**config.mk**
```make
export PLATFORM = sky130hd
export DESIGN_NAME = nrisc_ula_mc
export DESIGN_NICKNAME = d
export VERILOG_FILES = /design/src/rtl/nrisc_ula_mc.sv
export SDC_FILE = /design/constraint.sdc
export NUM_CORES = 1
export LEC_CHECK = 0
export ABC_AREA = 1
export CAP_MARGIN = 20
export CORE_MARGIN = 2
export CORE_UTILIZATION = 55
export CTS_CLUSTER_SIZE = 40
export DETAILED_ROUTE_END_ITERATION = 8
export PLACE_DENSITY = 0.72
export SYNTH_ARGS = -nofsm -noshare
export SYNTH_HDL_FRONTEND = slang
export SYNTH_SLANG_ARGS = --single-unit
```
**constraint.sdc**
```tcl
create_clock -name clk -period 3.1 [get_ports clk]
set_input_delay 0.62 -clock clk [delete_from_list [all_inputs] [get_ports clk]]
set_output_delay 0.62 -clock clk [all_outputs]
set_load 0.02 [all_outputs]
```
**src/rtl/nrisc_ula_mc.sv**
```systemverilog
// NRISC ULA, multi-cycle: single-cycle ALU ops plus iterative unsigned MUL/MULH/DIVU/REMU
// behind a start/busy/done handshake with registered result and {neg, zero, carry} flags.
module nrisc_ula_mc #(
  parameter int TAM = 16
) (
  input  logic           clk,
  input  logic           rst,
  input  logic           ULA_start,
  input  logic [3:0]     ULA_ctrl,
  input  logic [TAM-1:0] ULA_A,
  input  logic [TAM-1:0] ULA_B,
  input  logic           incdec,
  output logic [TAM-1:0] ULA_OUT,
  output logic [2:0]     ULA_flags,
  output logic           ULA_busy,
  output logic           ULA_done
);
  localparam int            CW       = $clog2(TAM + 1);
  localparam logic [CW-1:0] CNT_LOAD = CW'(TAM);
  localparam logic [CW-1:0] CNT_LAST = CW'(1);

  typedef enum logic {IDLE, RUN} state_t;
  state_t state, state_n;

  logic [CW-1:0]  cnt;
  logic [TAM-1:0] acc, lo, opnd, acc_n, lo_n;
  logic [1:0]     iop;
  logic           dz;
  logic           iter;

  logic [TAM-1:0] b_eff, sc_res, it_res;
  logic           sc_cy, it_cy;
  logic [TAM:0]   add_w, sub_w, mul_sum, div_r, div_t;

  assign iter     = (ULA_ctrl[3:2] == 2'b10);
  assign ULA_busy = (state == RUN);

  always_comb begin
    b_eff  = (incdec && ULA_ctrl[3:1] == 3'b000) ? TAM'(1) : ULA_B;
    add_w  = {1'b0, ULA_A} + {1'b0, b_eff};
    sub_w  = {1'b0, ULA_A} - {1'b0, b_eff};
    sc_res = '0;
    sc_cy  = 1'b0;
    case (ULA_ctrl)
      4'b0000: begin sc_res = add_w[TAM-1:0]; sc_cy = add_w[TAM]; end
      4'b0001: begin sc_res = sub_w[TAM-1:0]; sc_cy = sub_w[TAM]; end
      4'b0010: sc_res = ULA_A & ULA_B;
      4'b0011: sc_res = ULA_A | ULA_B;
      4'b0100: sc_res = ULA_A ^ ULA_B;
      4'b0111: sc_res = ~ULA_A;
      4'b0101: begin sc_res = {ULA_A[TAM-1], ULA_A[TAM-1:1]}; sc_cy = ULA_A[0]; end
      4'b0110: begin sc_res = {ULA_A[TAM-2:0], 1'b0}; sc_cy = ULA_A[TAM-1]; end
      4'b1101: sc_res = {ULA_A[0], ULA_A[TAM-1:1]};
      4'b1110: sc_res = {ULA_A[TAM-2:0], ULA_A[TAM-1]};
      default: ;
    endcase
  end

  // MUL: {acc,lo} shifts right, lo starts as B. DIV: {acc,lo} shifts left, lo starts as A
  // and collects quotient bits. With B=0 the restoring step yields all-ones / A naturally.
  always_comb begin
    mul_sum = {1'b0, acc} + (lo[0] ? {1'b0, opnd} : '0);
    div_r   = {acc, lo[TAM-1]};
    div_t   = div_r - {1'b0, opnd};
    if (iop[1]) begin
      acc_n = div_t[TAM] ? div_r[TAM-1:0] : div_t[TAM-1:0];
      lo_n  = {lo[TAM-2:0], ~div_t[TAM]};
    end else begin
      acc_n = mul_sum[TAM:1];
      lo_n  = {mul_sum[0], lo[TAM-1:1]};
    end
    case (iop)
      2'b00:   begin it_res = lo_n;  it_cy = |acc_n; end
      2'b01:   begin it_res = acc_n; it_cy = 1'b0;   end
      2'b10:   begin it_res = lo_n;  it_cy = dz;     end
      default: begin it_res = acc_n; it_cy = dz;     end
    endcase
  end

  always_ff @(posedge clk or negedge rst) begin
    if (!rst) state <= IDLE;
    else      state <= state_n;
  end

  always_comb begin
    state_n = state;
    case (state)
      IDLE:    if (ULA_start && iter) state_n = RUN;
      RUN:     if (cnt == CNT_LAST)   state_n = IDLE;
      default: state_n = IDLE;
    endcase
  end

  always_ff @(posedge clk or negedge rst) begin
    if (!rst) begin
      ULA_OUT   <= '0;
      ULA_flags <= 3'b000;
      ULA_done  <= 1'b0;
      cnt       <= '0;
      acc       <= '0;
      lo        <= '0;
      opnd      <= '0;
      iop       <= 2'b00;
      dz        <= 1'b0;
    end else begin
      ULA_done <= 1'b0;
      if (state == IDLE) begin
        if (ULA_start && iter) begin
          cnt  <= CNT_LOAD;
          acc  <= '0;
          lo   <= ULA_ctrl[1] ? ULA_A : ULA_B;
          opnd <= ULA_ctrl[1] ? ULA_B : ULA_A;
          iop  <= ULA_ctrl[1:0];
          dz   <= (ULA_B == '0);
        end else if (ULA_start) begin
          ULA_OUT   <= sc_res;
          ULA_flags <= {sc_res[TAM-1], sc_res == '0, sc_cy};
          ULA_done  <= 1'b1;
        end
      end else begin
        cnt <= cnt - CNT_LAST;
        acc <= acc_n;
        lo  <= lo_n;
        if (cnt == CNT_LAST) begin
          ULA_OUT   <= it_res;
          ULA_flags <= {it_res[TAM-1], it_res == '0, it_cy};
          ULA_done  <= 1'b1;
        end
      end
    end
  end
endmodule

```
; Word level (Yosys, flattened, before mapping)
; Index checks and enable logic that the tools add are counted.
; W data, S select, Z words.
[classes]
addsub = 5
n_eq_ne = 15
n_mux = 32
bitwise_logic = 6
n_reduce_logical = 14
[ops]
columns = cell, count
row1 = $mux W16, 16
row2 = $pmux W16 S10, 1
row3 = $logic_not A16 Y1, 3
row4 = $add A16 B16 Y17, 2
row5 = $sub A16 B16 Y17, 1
row6 = $sub A17 B16 Y17, 1
row7 = $and A16 B16 Y16, 1
row8 = $eq A4 B3 Y1 const B, 4
row9 = $not A16 Y16, 1
row10 = $or A16 B16 Y16, 1
row11 = $reduce_or A16 Y1, 1
row12 = $xor A16 B16 Y16, 1
row13 = $mux W3, 4
row14 = $mux W5, 2
row15 = $eq A4 B2 Y1 const B, 2
row16 = $eq A4 B4 Y1 const B, 2
row17 = $mux W1, 6
row18 = $eq A5 B1 Y1 const B, 1
row19 = $sub A5 B1 Y5 const B, 1
row20 = $eq A2 B2 Y1 const B, 2
row21 = $eq A4 B1 Y1 const B, 1
row22 = $logic_not A4 Y1, 1
row23 = $pmux W1 S2, 2
row24 = $pmux W1 S4, 1
row25 = 11 further kinds, 14
[totals]
register_bits = 77
input_bits = 40

; Logic depth before layout (Yosys ltp)
[depth]
word_depth = 9
mapped_depth = 26
mapped_depth_nobuf = 25

; Worst setup path after synthesis
; OpenSTA, ideal clock, no wires.
[synth_path]
path_kind = in2reg
start = input ULA_ctrl[1]
end = register ULA_flags[1]
arrival_time_ns = 3.275
required_ns = 3.038
slack_ns = -0.238
cell_stages = 23
n_path_buf = 1
path_cell_list = inv_1 nand3_1 clkbuf_1 nand2_1 ha_1 fa_1 inv_1 nand3_1 nand2_1 nand2_1 o21ai_0 nand3_1 nand2_1 nand2_1 nand3_1 nand2_1 nor2_1 nand4_1 nor2_1 nand2_1 nand3_1 nand2_1 inv_1
[synth_via]
elab_chain_len = 9
[synth_rtl]
columns = element, line
row1 = "start, declared", 9  ; input logic [3:0] ULA_ctrl,
row2 = $logic_not A3 Y1, 39  ; b_eff = (incdec && ULA_ctrl[3:1] == 3'b000) ? TAM'(1) : ULA_B;
row3 = $logic_and A1 B1 Y1, 39
row4 = $mux W16, 39
row5 = $sub A16 B16 Y17 or $add A16 B16 Y17 (tied branches), "41, 40"
row6 = $pmux W16 S10 *, 44  ; case (ULA_ctrl)
row7 = $logic_not A16 Y1 *, 117  ; ULA_flags <= {sc_res[TAM-1], sc_res == '0, sc_cy};
row8 = $mux W3 *, 115  ; end else if (ULA_start) begin
row9 = $mux W3 *, 108  ; if (ULA_start && iter) begin
row10 = $mux W3 *, 107  ; if (state == IDLE) begin
row11 = "end signal, assigned", 117
row12 = "end signal, assigned", 126  ; ULA_flags <= {it_res[TAM-1], it_res == '0, it_cy};
row13 = "end, declared", 14  ; output logic [2:0] ULA_flags,
; Mark *: on every way between the ends. The rest lies on a longest branch, timed or not. The select of a mux whose other input is x is not followed.
; A chain may end at the register's enable or synchronous reset.

; Worst setup path after layout
[layout_path]
start = register lo[0]
end = register ULA_flags[1]
[layout_via]
elab_chain_len = 7
[layout_rtl]
columns = element, line
row1 = "start, declared", 26  ; logic [TAM-1:0] acc, lo, opnd, acc_n, lo_n;
row2 = "start signal, assigned", 111  ; lo <= ULA_ctrl[1] ? ULA_A : ULA_B;
row3 = "start signal, assigned", 123  ; lo <= lo_n;
row4 = $mux W16, 62  ; mul_sum = {1'b0, acc} + (lo[0] ? {1'b0, opnd} : '0);
row5 = $add A16 B16 Y17, 62
row6 = $mux W16, 65  ; if (iop[1]) begin
row7 = $mux W16 *, 72  ; case (iop)
row8 = $logic_not A16 Y1 *, 126
row9 = $mux W3 *, 124  ; if (cnt == CNT_LAST) begin
row10 = $mux W3 *, 107
; Marked as above.

==> impl_table.tex <==
\begin{tabular}{lr}
\hline
Metric & Value \\
\hline
\multicolumn{2}{l}{\textbf{Yosys}} \\
Cell types with the largest area share after synthesis & dfrtp\_1 (20\%), nand2\_1 (18\%), ha\_1 (14\%), inv\_1 (8.5\%), o21ai\_0 (6.7\%) \\
Number of flops mapped to enable cells by yosys & 0 \\
Post-Syn Area & 9540 um\^{}2 \\
Fraction of synthesized cell area taken by the top area cell type & 19.9\% \\
Post-synthesis cell type count & 52 \\
Synthesized instance count & 1541 \\
Net count after synthesis & between 1500 and 2000 \\
Register bit count reported by yosys & 76 \\
Share of async-settable or async-resettable flops after synthesis & 100\% \\
Yosys warns & 0 \\
Most instantiated flip-flop cell in the synthesis netlist & dfrtp\_1 \\
Seq/Total Area, Yosys & 19.9\% \\
Cell accounting for the most synthesized area & dfrtp\_1 \\
Synthesized area divided by synthesized cell count & just over 6 um\^{}2 \\
\multicolumn{2}{l}{\textbf{Finish}} \\
Number of cells in the finished layout apart from fillers & $\sim$2000 \\
Share of layout cells above drive strength 1 & 22.1\% \\
Layout overhead on the synthesized area & 33.8\% \\
Filler cell count & between 1000 and 1500 \\
Register Area & between 1500 and 2000 um\^{}2 \\
Multi-input combinational cell area & 7080 um\^{}2 \\
Diode insertion count for antenna repair & 0 \\
NumNets Final & 1941 \\
\multicolumn{2}{l}{\textbf{Power}} \\
Leakage & 6.76 nW \\
P per Cell Area & 965 nW/um\^{}2 \\
Peak supply drop & between 0.7 and 0.8 mV \\
\multicolumn{2}{l}{\textbf{Placement}} \\
HPWL reported at the end of detailed placement & 28900 um \\
Inst Count DP & 1994 \\
Number of port buffers & 60 \\
GP Congestion & 0.977 \\
\multicolumn{2}{l}{\textbf{Clock tree}} \\
CTS tree & built \\
Clock buffer count from CTS & 9 \\
Clock sink count & between 70 and 80 \\
Clock latency on the worst-skew pair & 0.34 ns \\
Clock H-tree levels & 3 \\
Hold-fix buffer count after cts & 0 \\
Clock Root Buffer & clkbuf\_16 \\
Clock transition at the registers of the reported paths & approximately 0.07 ns \\
Clock Tree Buf Depth & 2 \\
\multicolumn{2}{l}{\textbf{Timing}} \\
Final Hold Viols & 0 \\
Highest clock frequency the design can meet & 334 MHz \\
Worst-Margin Slew & about 1.0 ns \\
Post-route minimum period & 3.00 ns \\
Worst clock skew on the final layout & a little over 0.01 ns \\
Final critical-path share of the clock period & about 97\% \\
Max-slew headroom & 32.5\% \\
Final number of max-transition violations & 0 \\
Setup Viol. Count Final & 0 \\
Hold slack final & 0.435 ns \\
Setup repair after global routing missed its margin & yes \\
\multicolumn{2}{l}{\textbf{Die}} \\
Die span in x & between 100 and 150 um \\
Die H & 136 um \\
Core area & 17100 um\^{}2 \\
Initial core utilization & 55.8\% \\
Number of top-level design ports & 61 \\
Area of the die & about 18000 um\^{}2 \\
Number of placement rows & 48 \\
\multicolumn{2}{l}{\textbf{Routing}} \\
Detailed-router iteration count before antenna repair & 7 \\
Remaining design rule violation count & 0 \\
Detailed Route Iter0 Violations & 999 \\
Routed WL & $\sim$37000 um \\
Routed wire length per instance & between 15 and 20 um \\
Overall via count from detail\_route & 11600 \\
Final antenna-violating net count & 0 \\
Vias per std cell & between 5 and 6 \\
\multicolumn{2}{l}{\textbf{Critical path}} \\
Largest fanout on the critical path & 4 \\
Critical Path Start Type & register \\
Data required time of the critical path & 3.34 ns \\
Minimum setup slack among reg-to-reg paths & 0.10 ns \\
Worst reg2reg path depth & 21 \\
Capturing element type of the critical path & register \\
Arrival @ worst endpoint & between 3 and 4 ns \\
Reg-to-reg endpoint & ULA\_flags[1]\$\_DFFE\_PN0P\_ \\
Category of the most critical setup path & register to register \\
Crit Reg-Reg Startpoint & lo[0]\$\_DFFE\_PN0P\_ \\
\multicolumn{2}{l}{\textbf{Global route}} \\
GR Util All Layers & 38.7\% \\
Leftover overflow at the end of global routing & 0 \\
Number of antenna violations at the first check in global routing & 0 \\
First-pass GRT wire length & 55400 um \\
Fraction of met3 tracks used by global routing & 4.34\% \\
Vias in the first global route & around 11000 \\
Met1 global-route usage & between 40\% and 50\% \\
Pin count of the biggest net entering global routing & between 70 and 80 \\
GR Util met2 & 68.4\% \\
Busiest layer in global routing & met2 \\
\multicolumn{2}{l}{\textbf{Job}} \\
Number of maximum-capacitance constraint violations & 0 \\
\multicolumn{2}{l}{\textbf{Hold path}} \\
Worst Hold Class & input pin to async pin \\
\multicolumn{2}{l}{\textbf{Outcome}} \\
Outcome & finished, final reports clean \\
\hline
\end{tabular}
## layout make-up
cell class | count | area share (%)
Multi-Input combinational cell | 1194 | 55.5
Timing Repair Buffer | 289 | 18.2
Sequential cell | 76 | 14.9
Inverter | 223 | 6.58
Tap cell | 225 | 2.21
Clock buffer | 10 | 1.87
Clock inverter | 6 | 0.755
## repair_timing
action / CTS / global route
gates resized for setup: 16 / 105
setup buffers: 0 / 11
cloned: 0 / 2
setup endpoints to repair: 11 / 16
pin swaps: 5 / 24
## per-stage QoR
stage / total power, W / utilization (%) / area, um^2 / TNS (ns) / worst slack, ns
CTS: 0.0115 / 71.5 / 12200 / 0 / 0.000270
global route: 0.0132 / 74.6 / 12800 / -0.0981 / -0.0624
global placement: 0.0100 / 69.2 / 11800 / -4.85 / -0.489
floorplan: 0.00728 / - / 9560 / 0 / 0.0683
finish: 0.0123 / 74.6 / 12800 / 0 / 0.103
detailed placement: 0.0102 / 69.2 / 11800 / -6.06 / -0.553
## how the worst max path moves through the flow
stage | from | end | slack, ns | depth (start not counted)
after detailed placement | ULA_ctrl[3] | ULA_flags[1]$_DFFE_PN0P_ | -0.55 | 24
after floorplan | ULA_ctrl[2] | ULA_flags[1]$_DFFE_PN0P_ | 0.07 | 20
final | lo[0]$_DFFE_PN0P_ | ULA_flags[1]$_DFFE_PN0P_ | 0.10 | 21
after global placement | ULA_ctrl[2] | ULA_flags[1]$_DFFE_PN0P_ | -0.49 | 19
after CTS | incdec | ULA_flags[1]$_DFFE_PN0P_ | 0.0003 | 20
after global routing | ULA_ctrl[2] | ULA_flags[1]$_DFFE_PN0P_ | -0.06 | 22
## worst max-delay path, stage by stage, from the launching register on
cell and delay (ns):
dfrtp_1 0.40, buf_4 0.16, nand2_1 0.05, inv_1 0.04, ha_1 0.31, o21ai_0 0.39
o21bai_1 0.13, buf_4 0.18, a21oi_1 0.16, inv_1 0.05, nand2_1 0.05, nand3_1 0.12
nand2_2 0.17, nand2_1 0.06, nand2_1 0.18, nor2_2 0.06, nand2_1 0.06, nor2_1 0.04
nand2_1 0.09, nand3_1 0.08, nand2_1 0.06, inv_1 0.04
## where the power goes
group          total, W  internal [W]  switching (W)
Sequential      0.00187       0.00148       0.000394
Combinational   0.00926       0.00358        0.00568
Clock           0.00119      0.000736       0.000454
## cells in the mapped netlist, types with 2 or more instances
cell / number
mux2i_1: 3
buf_2: 8
nand2_4: 4
o22ai_1: 15
nor2_1: 112
o2111ai_1: 3
nand4_1: 13
fa_1: 4
and2_1: 4
dfrtp_1: 76
nand3b_1: 6
a221oi_1: 2
o21a_1: 2
o21ai_0: 127
a21oi_1: 87
clkinv_1: 2
o221ai_1: 17
nor2_2: 2
o211ai_1: 22
buf_1: 4
inv_2: 5
nand3_2: 11
a21oi_2: 2
inv_1: 216
xor2_1: 3
xnor2_1: 5
clkbuf_1: 34
nand2_2: 23
nand3_1: 109
or2_2: 9
nor4_1: 2
a22o_1: 7
buf_4: 3
o21bai_1: 6
a31oi_1: 3
nand2_1: 451
o31ai_1: 2
nor3_1: 18
a21o_1: 3
ha_1: 104
## registers in the layout, summed over array words and instances, names as in the netlist
name / cells
ULA_OUT: 16
ULA_busy: 1
ULA_done: 1
ULA_flags: 2
acc: 16
cnt: 5
dz: 1
iop: 2
lo: 16
opnd: 16
## layout by cell type (no fill, tap or decap), types with 22 or more instances in the layout
cell and count:
nand2_2 42, buf_4 228, clkdlybuf4s50_1 53, ha_1 89, nand2_1 429, o211ai_1 22, nand3_1 100, o21ai_0 119
inv_1 210, a21oi_1 76, dfrtp_1 75, nor2_1 97
## metal layers
layer,routed length (um),vias up
met5,0,-
met4,2160,0
met1,14200,5333
met2,17800,567
li1,-,5593
met3,2450,152
## logic make-up (layout without fill, tap and decap cells)
group	after synthesis	count (layout)	share of synthesized area [%]
buffers and inverters	273	528	11.1
adders and majority gates	108	108	14.5
xor gates and xnor gates	8	8	0.734
AOI/OAI and AO/OA	307	307	18.9
and+or+nand+nor	766	768	34.5
muxes	3	3	0.315
DFF	76	76	19.9
No activity file was read; power rests on OpenSTA's default activity.
